==> config.mk <==
export PLATFORM = sky130hd
export DESIGN_NAME = uart_tx_engine
export DESIGN_NICKNAME = d
export VERILOG_FILES = /design/src/rtl/uart_pkg.sv /design/src/rtl/uart_baud_cnt.sv /design/src/rtl/uart_tx_engine.sv
export SDC_FILE = /design/constraint.sdc
export NUM_CORES = 1
export LEC_CHECK = 0
export ABC_CLOCK_PERIOD_IN_PS = 2350
export BUFFER_PORTS_ARGS = -buffer_cell sky130_fd_sc_hd__buf_4
export CORE_MARGIN = 2
export CORE_UTILIZATION = 31
export CTS_CLUSTER_DIAMETER = 30
export DETAILED_ROUTE_END_ITERATION = 7
export PLACE_DENSITY = 0.52
export SLEW_MARGIN = 20
export SYNTH_ARGS = -nofsm -noshare
export SYNTH_HDL_FRONTEND = slang
export SYNTH_SLANG_ARGS = --single-unit
export TNS_END_PERCENT = 5
==> constraint.sdc <==
create_clock -name clock -period 2.35 [get_ports clock]
set_input_delay 0.1175 -clock clock [delete_from_list [all_inputs] [get_ports clock]]
set_output_delay 0.1175 -clock clock [all_outputs]
set_load 0.02 [all_outputs]
==> src/rtl/uart_pkg.sv <==
// Shared types and constants for the UART transmit (and future receive) engines.
// The break states exist only when UART_TX_BREAK_EN is defined.
package uart_pkg;

  localparam int   UART_MIN_DATA_BITS = 5;
  localparam logic UART_IDLE_LEVEL    = 1'b1;

  typedef enum logic [1:0] {
    PAR_NONE = 2'b00,
    PAR_ODD  = 2'b01,
    PAR_EVEN = 2'b10,
    PAR_MARK = 2'b11
  } parity_e;

`ifdef UART_TX_BREAK_EN
  typedef enum logic [2:0] {
    IDLE,
    START,
    DATA,
    PARITY,
    STOP1,
    STOP2,
    BREAK,
    BREAK_MARK
  } tx_state_e;
`else
  typedef enum logic [2:0] {
    IDLE,
    START,
    DATA,
    PARITY,
    STOP1,
    STOP2
  } tx_state_e;
`endif

endpackage

==> src/rtl/uart_baud_cnt.sv <==
// Loadable baud down-counter: bit_end_o is high on the last clock of a bit
// period (count == 0). Shared between the TX engine and the future RX engine.
module uart_baud_cnt #(
  parameter int P_DIV_WIDTH = 16
) (
  input  logic                   clock,
  input  logic                   reset,
  input  logic                   load_i,
  input  logic [P_DIV_WIDTH-1:0] load_val_i,
  output logic                   bit_end_o
);

  logic [P_DIV_WIDTH-1:0] cnt_q;
  logic [P_DIV_WIDTH-1:0] cnt_d;

  // Counting stops at zero, so a full-scale divisor can never wrap.
  always_comb begin
    cnt_d = cnt_q;
    if (load_i) begin
      cnt_d = load_val_i;
    end else if (cnt_q != '0) begin
      cnt_d = cnt_q - P_DIV_WIDTH'(1);
    end
  end

  always_ff @(posedge clock) begin
    if (!reset) begin
      cnt_q <= '0;
    end else begin
      cnt_q <= cnt_d;
    end
  end

  assign bit_end_o = (cnt_q == '0);

endmodule

==> src/rtl/uart_tx_engine.sv <==
// Parametrised UART transmitter: 5..P_MAX_DATA_BITS data bits, none/odd/even/mark
// parity, 1/2 stop bits, runtime baud divisor, CTS flow control. UART_TX_BREAK_EN adds cfg_break.
module uart_tx_engine
  import uart_pkg::*;
#(
  parameter int P_MAX_DATA_BITS   = 8,
  parameter int P_DIV_WIDTH       = 16,
  parameter int P_CTS_SYNC_STAGES = 2
) (
  input  logic                       clock,
  input  logic                       reset,
  input  logic [P_DIV_WIDTH-1:0]     cfg_baud_div,
  input  logic [4:0]                 cfg_data_bits,
  input  logic [1:0]                 cfg_parity,
  input  logic                       cfg_two_stop,
`ifdef UART_TX_BREAK_EN
  input  logic                       cfg_break,
`endif
  input  logic [P_MAX_DATA_BITS-1:0] s_data,
  input  logic                       s_valid,
  output logic                       s_ready,
  input  logic                       CTS,
  output logic                       TxD,
  output logic                       busy,
  output logic                       frame_done
);

  function automatic logic [4:0] clamp_bits(input logic [4:0] req);
    if (req < 5'(UART_MIN_DATA_BITS)) return 5'(UART_MIN_DATA_BITS);
    if (req > 5'(P_MAX_DATA_BITS))    return 5'(P_MAX_DATA_BITS);
    return req;
  endfunction

  function automatic logic [P_MAX_DATA_BITS-1:0] mask_data(
    input logic [P_MAX_DATA_BITS-1:0] d,
    input logic [4:0]                 n
  );
    logic [P_MAX_DATA_BITS-1:0] m;
    m = '0;
    for (int i = 0; i < P_MAX_DATA_BITS; i++) begin
      m[i] = d[i] & (i < int'(n));
    end
    return m;
  endfunction

  // Data is pre-masked, so the reduction covers exactly the active bits.
  function automatic logic parity_bit(
    input logic [P_MAX_DATA_BITS-1:0] d,
    input parity_e                    mode
  );
    case (mode)
      PAR_ODD:  return ~^d;
      PAR_EVEN: return ^d;
      default:  return 1'b1;
    endcase
  endfunction

  tx_state_e                  state_q, state_d;
  logic [P_MAX_DATA_BITS-1:0] shreg_q, shreg_d;
  logic [4:0]                 bit_idx_q, bit_idx_d;
  logic [4:0]                 nbits_q, nbits_d;
  parity_e                    par_q, par_d;
  logic                       par_bit_q, par_bit_d;
  logic                       two_stop_q, two_stop_d;
  logic [P_DIV_WIDTH-1:0]     div_q, div_d;
  logic                       txd_q, txd_d;
  logic [P_CTS_SYNC_STAGES-1:0] cts_sync_q;

  logic                   cts_ok;
  logic                   handshake;
  logic                   cnt_load;
  logic [P_DIV_WIDTH-1:0] cnt_val;
  logic                   bit_end;

  uart_baud_cnt #(
    .P_DIV_WIDTH(P_DIV_WIDTH)
  ) u_baud_cnt (
    .clock      (clock),
    .reset      (reset),
    .load_i     (cnt_load),
    .load_val_i (cnt_val),
    .bit_end_o  (bit_end)
  );

  // CTS is asynchronous; the synchroniser resets to "not clear".
  always_ff @(posedge clock) begin
    if (!reset) begin
      cts_sync_q <= '1;
    end else begin
      cts_sync_q <= {cts_sync_q[P_CTS_SYNC_STAGES-2:0], CTS};
    end
  end

  assign cts_ok = ~cts_sync_q[P_CTS_SYNC_STAGES-1];

`ifdef UART_TX_BREAK_EN
  assign s_ready = (state_q == IDLE) && cts_ok && !cfg_break;
`else
  assign s_ready = (state_q == IDLE) && cts_ok;
`endif

  assign handshake = s_valid && s_ready;

  always_comb begin
    state_d    = state_q;
    shreg_d    = shreg_q;
    bit_idx_d  = bit_idx_q;
    nbits_d    = nbits_q;
    par_d      = par_q;
    par_bit_d  = par_bit_q;
    two_stop_d = two_stop_q;
    div_d      = div_q;
    cnt_load   = 1'b0;
    cnt_val    = div_q;
    frame_done = 1'b0;

    case (state_q)
      IDLE: begin
        if (handshake) begin
          nbits_d    = clamp_bits(cfg_data_bits);
          shreg_d    = mask_data(s_data, nbits_d);
          par_d      = parity_e'(cfg_parity);
          par_bit_d  = parity_bit(shreg_d, par_d);
          two_stop_d = cfg_two_stop;
          div_d      = cfg_baud_div;
          bit_idx_d  = '0;
          cnt_load   = 1'b1;
          cnt_val    = cfg_baud_div;
          state_d    = START;
        end
`ifdef UART_TX_BREAK_EN
        else if (cfg_break) begin
          state_d = BREAK;
        end
`endif
      end

      START: begin
        if (bit_end) begin
          cnt_load = 1'b1;
          state_d  = DATA;
        end
      end

      DATA: begin
        if (bit_end) begin
          cnt_load = 1'b1;
          if (bit_idx_q == nbits_q - 5'd1) begin
            state_d = (par_q == PAR_NONE) ? STOP1 : PARITY;
          end else begin
            bit_idx_d = bit_idx_q + 5'd1;
            shreg_d   = shreg_q >> 1;
          end
        end
      end

      PARITY: begin
        if (bit_end) begin
          cnt_load = 1'b1;
          state_d  = STOP1;
        end
      end

      STOP1: begin
        if (bit_end) begin
          if (two_stop_q) begin
            cnt_load = 1'b1;
            state_d  = STOP2;
          end else begin
            frame_done = reset;
            state_d    = IDLE;
          end
        end
      end

      STOP2: begin
        if (bit_end) begin
          frame_done = reset;
          state_d    = IDLE;
        end
      end

`ifdef UART_TX_BREAK_EN
      // The mark after a break uses the divisor present at release time.
      BREAK: begin
        if (!cfg_break) begin
          cnt_load = 1'b1;
          cnt_val  = cfg_baud_div;
          state_d  = BREAK_MARK;
        end
      end

      BREAK_MARK: begin
        if (bit_end) begin
          state_d = IDLE;
        end
      end
`endif

      default: begin
        state_d = IDLE;
      end
    endcase
  end

  // TxD is registered from the next state so the pin never glitches.
  always_comb begin
    txd_d = UART_IDLE_LEVEL;
    case (state_d)
      START:  txd_d = 1'b0;
      DATA:   txd_d = shreg_d[0];
      PARITY: txd_d = par_bit_d;
`ifdef UART_TX_BREAK_EN
      BREAK:  txd_d = 1'b0;
`endif
      default: txd_d = UART_IDLE_LEVEL;
    endcase
  end

  always_ff @(posedge clock) begin
    if (!reset) begin
      state_q <= IDLE;
      txd_q   <= UART_IDLE_LEVEL;
    end else begin
      state_q <= state_d;
      txd_q   <= txd_d;
    end
  end

  always_ff @(posedge clock) begin
    shreg_q    <= shreg_d;
    bit_idx_q  <= bit_idx_d;
    nbits_q    <= nbits_d;
    par_q      <= par_d;
    par_bit_q  <= par_bit_d;
    two_stop_q <= two_stop_d;
    div_q      <= div_d;
  end

  always_comb begin
    busy = 1'b0;
    case (state_q)
      START, DATA, PARITY, STOP1, STOP2: busy = 1'b1;
      default:                           busy = 1'b0;
    endcase
  end

  assign TxD = txd_q;

endmodule

==> key figures <==
Drt
  – Detailed-router iteration count before antenna repair: 4
  – WL/cell: 13.1 µm
  – Vias after detailed routing: 2454
  – DRC violation total after the first TritonRoute iteration: 91
  – Total length of routed wires: between 6 and 7 mm
  – Final routed DRC violation total: 0
  – Antenna-violating nets left: 0
  – Post-detailed-route via-to-cell ratio: about 4.6

Layout
  – Diodes inserted: 0
  – Area used by sequential logic in the layout: 1400 µm²
  – Most frequent standard cell in the layout excluding fill and tap cells: nand2_1
  – Layout cell share with drive strength beyond 1: 22.5%
  – Most used cells in the layout excluding fill and tap cells: 69 x nand2_1, 52 x buf_4, 40 x dfxtp_1, 28 x nor2_1, 20 x edfxtp_1
  – Area occupied by multi-input gates: 1570 µm²
  – Fin nets: roughly 430
  – Signed area change from the synthesized netlist to the final layout: 28.0%
  – Count of fill cells added during filler insertion: just over 1000

Timing
  – Crit path time final: 2.23 ns
  – Final Max Tran Viols: 0
  – Number of hold violations in the final report: 0
  – Worst-Margin Slew: 0.536 ns
  – Final-report setup violation count: 0
  – Maximum clock rate: 449 MHz
  – Worst-case clock skew: 0.0151 ns
  – Aggregate negative setup slack: 0 ns
  – Unrepaired setup endpoints after global routing: no
  – Max-slew headroom: between 60 and 70%
  – Final clock period utilization by the worst path: 94.8%

Floorplan
  – Horizontal die dimension: approximately 100 µm
  – Die span in y: between 100 and 150 µm
  – Initial cell density of the core: 31.7%
  – Die Area: 10800 µm²
  – I/O pin count: 40
  – Rows: 36
  – Floorplan core area: 9730 µm²

Worst setup path
  – Data required, critical path: 2.23 ns
  – Worst setup EP type: primary output
  – Worst endpoint data arrival time: 2.11 ns
  – WS Path Type: flip-flop to primary output
  – Category of the worst setup path launch point: flip-flop
  – Peak fanout along the critical path: 8

Yosys
  – Top_reg_cell synth: dfxtp_1
  – Register bit count reported by yosys: 60
  – Count of flip-flops with a built-in enable after synthesis: 20
  – Net count after synthesis: 370
  – Fraction of the yosys area taken by sequential cells: 45.5%
  – Instance count of the mapped netlist: about 330
  – Fraction of synthesis flops using an asynchronous set or reset pin: 0%
  – Post-synthesis instance area: 3080 µm²
  – Post-synthesis area per instance: 9.40 µm²
  – Synthesis Warnings: 0
  – Unique cell type count in the Yosys netlist: 59

Power and ir drop
  – Maximum resistive drop on vdd: 0.000429 V
  – Overall power after layout: 4850 µW
  – Total power density per cell area: ~1200 nW/µm²
  – Leakage power total: 0.00166 µW

Clock network
  – Clock Path Buffers: 2
  – Clock tree from TritonCTS: yes
  – Number of buffers inserted by post-CTS setup repair: 0
  – Insertion delay to the later sink of the worst-skew pair: 0.34 ns
  – H-Tree Level Count: 3
  – Number of clock buffers inserted by TritonCTS: 9
  – Cell chosen for the clock root: clkbuf_8
  – Number of clock sinks: 60
  – Clk pin slew, worst setup/hold paths: 0.07 ns

GRT
  – First-pass GRT wire length: 11.8 mm
  – Global route total overflow: 0
  – Via count of the first global-routing pass: 2401
  – Maximum number of pins on one net before global-route repair: 30
  – Initial antenna violation count: 0
  – Global-route total usage across every layer: 13.7%

Run status
  – Result of the run: finished clean

Placement
  – Detail Placement HPWL: 5.03 mm
  – Buffers on Ports: 39
  – Final weighted congestion in routability-driven placement: 0.781

Run
  – Max Cap Violations: 0

Hold path
  – Hold Path Class: input port to flip-flop
metrics by stage:
stage | utilization, % | instance area (µm²) | hold slack, ns | std cells | worst slack, ns
floorplan | - | 3090 | 0.191 | 328 | 0.143
global placement | 36.6 | 3560 | 0.300 | 498 | 0.251
detailed placement | 36.6 | 3560 | 0.299 | 498 | 0.224
CTS | 40.5 | 3940 | 0.000849 | 529 | 0.0540
global route | 40.5 | 3950 | 0.00734 | 529 | 0.0172
finish | 40.5 | 3950 | 0.0118 | 529 | 0.122
Yosys cell counts, types with 5 or more instances:
library cell | instances | area (µm²)
ha_1 | 6 | 75.1
xor2_1 | 16 | 140
o21ai_1 | 12 | 60.1
edfxtp_1 | 20 | 601
nor2_1 | 28 | 105
a22o_1 | 5 | 43.8
nand3_1 | 9 | 45.0
xnor2_1 | 14 | 123
nand2_1 | 69 | 259
nand2b_1 | 6 | 37.5
inv_1 | 10 | 37.5
dfxtp_1 | 40 | 801
nor3_1 | 5 | 25.0
a21oi_1 | 10 | 50.1
clkbuf_1 | 7 | 26.3
kinds of logic after synthesis:
kind of cell,count (synthesis),synth area share [%]
DFF,60,45.5
muxes,2,0.730
buffers and inverters,26,4.18
xor gates and xnor gates,30,8.52
other,1,0.122
AOI/OAI and AO/OA,52,12.1
adders and majority gates,6,2.44
and+or+nand+nor,151,26.4
worst max-delay path, cell delays in order (launching register included):
cell     delay (ns)
dfxtp_1        0.36
or4_4          0.58
nor2_4         0.13
and2_4         0.17
buf_4          0.16
and4b_1        0.22
buf_4          0.14
flip-flops by register name (all words and copies together), names as in the netlist:
signal	cells
div_q	16
shreg_q	8
par_bit_q	1
par_q	2
nbits_q	5
bit_idx_q	5
TxD	1
cts_sync_q	2
state_q	3
u_baud_cnt.cnt_q	16
two_stop_q	1
layout make-up:
class	count	area share, %
Clock buffer	14	5.46
Clock inverter	2	0.254
Inverter	11	1.05
Multi-Input combinational cell	242	39.8
Sequential cell	60	35.5
Tap cell	133	4.22
Timing Repair Buffer	67	13.7
path summary, 6_finish.rpt:
check / end / slack (ns) / startpoint / cells after the start
worst max-delay path: frame_done / 0.12 / u_baud_cnt.cnt_q[6]$_SDFFE_PN0P_ / 6
worst min-delay path: div_q[12]$_DFF_P_ / 0.01 / cfg_baud_div[12] / 3
worst max register to register: bit_idx_q[4]$_SDFFCE_PN0P_ / 0.21 / nbits_q[0]$_DFFE_PP_ / 8
worst min register to register: cts_sync_q[1]$_SDFF_PN1_ / 0.41 / cts_sync_q[0]$_SDFF_PN1_ / 1
routing by layer:
metal | global-route usage (%) | part of all wire (%)
met1 | 19.3 | 51
met2 | 20.5 | 44
met3 | 3.21 | 3.5
met4 | 4.92 | 1.3
met5 | 0 | 0
report_power, final:
group / switching (µW) / total (µW) / internal, µW
Combinational: 1060 / 2040 / 981
Clock: 408 / 1000 / 595
Sequential: 296 / 1800 / 1500
Total: 1770 / 4850 / 3080
repair_timing:
item / CTS / global route
hold buffers: 15 / 0
pin swaps: 0 / 2
setup endpoints to repair: 1 / 1
hold endpoints to repair: 15 / 0
resized for setup: 1 / 1
gates cloned: 0 / 0
(Power assumes the default switching activity.)
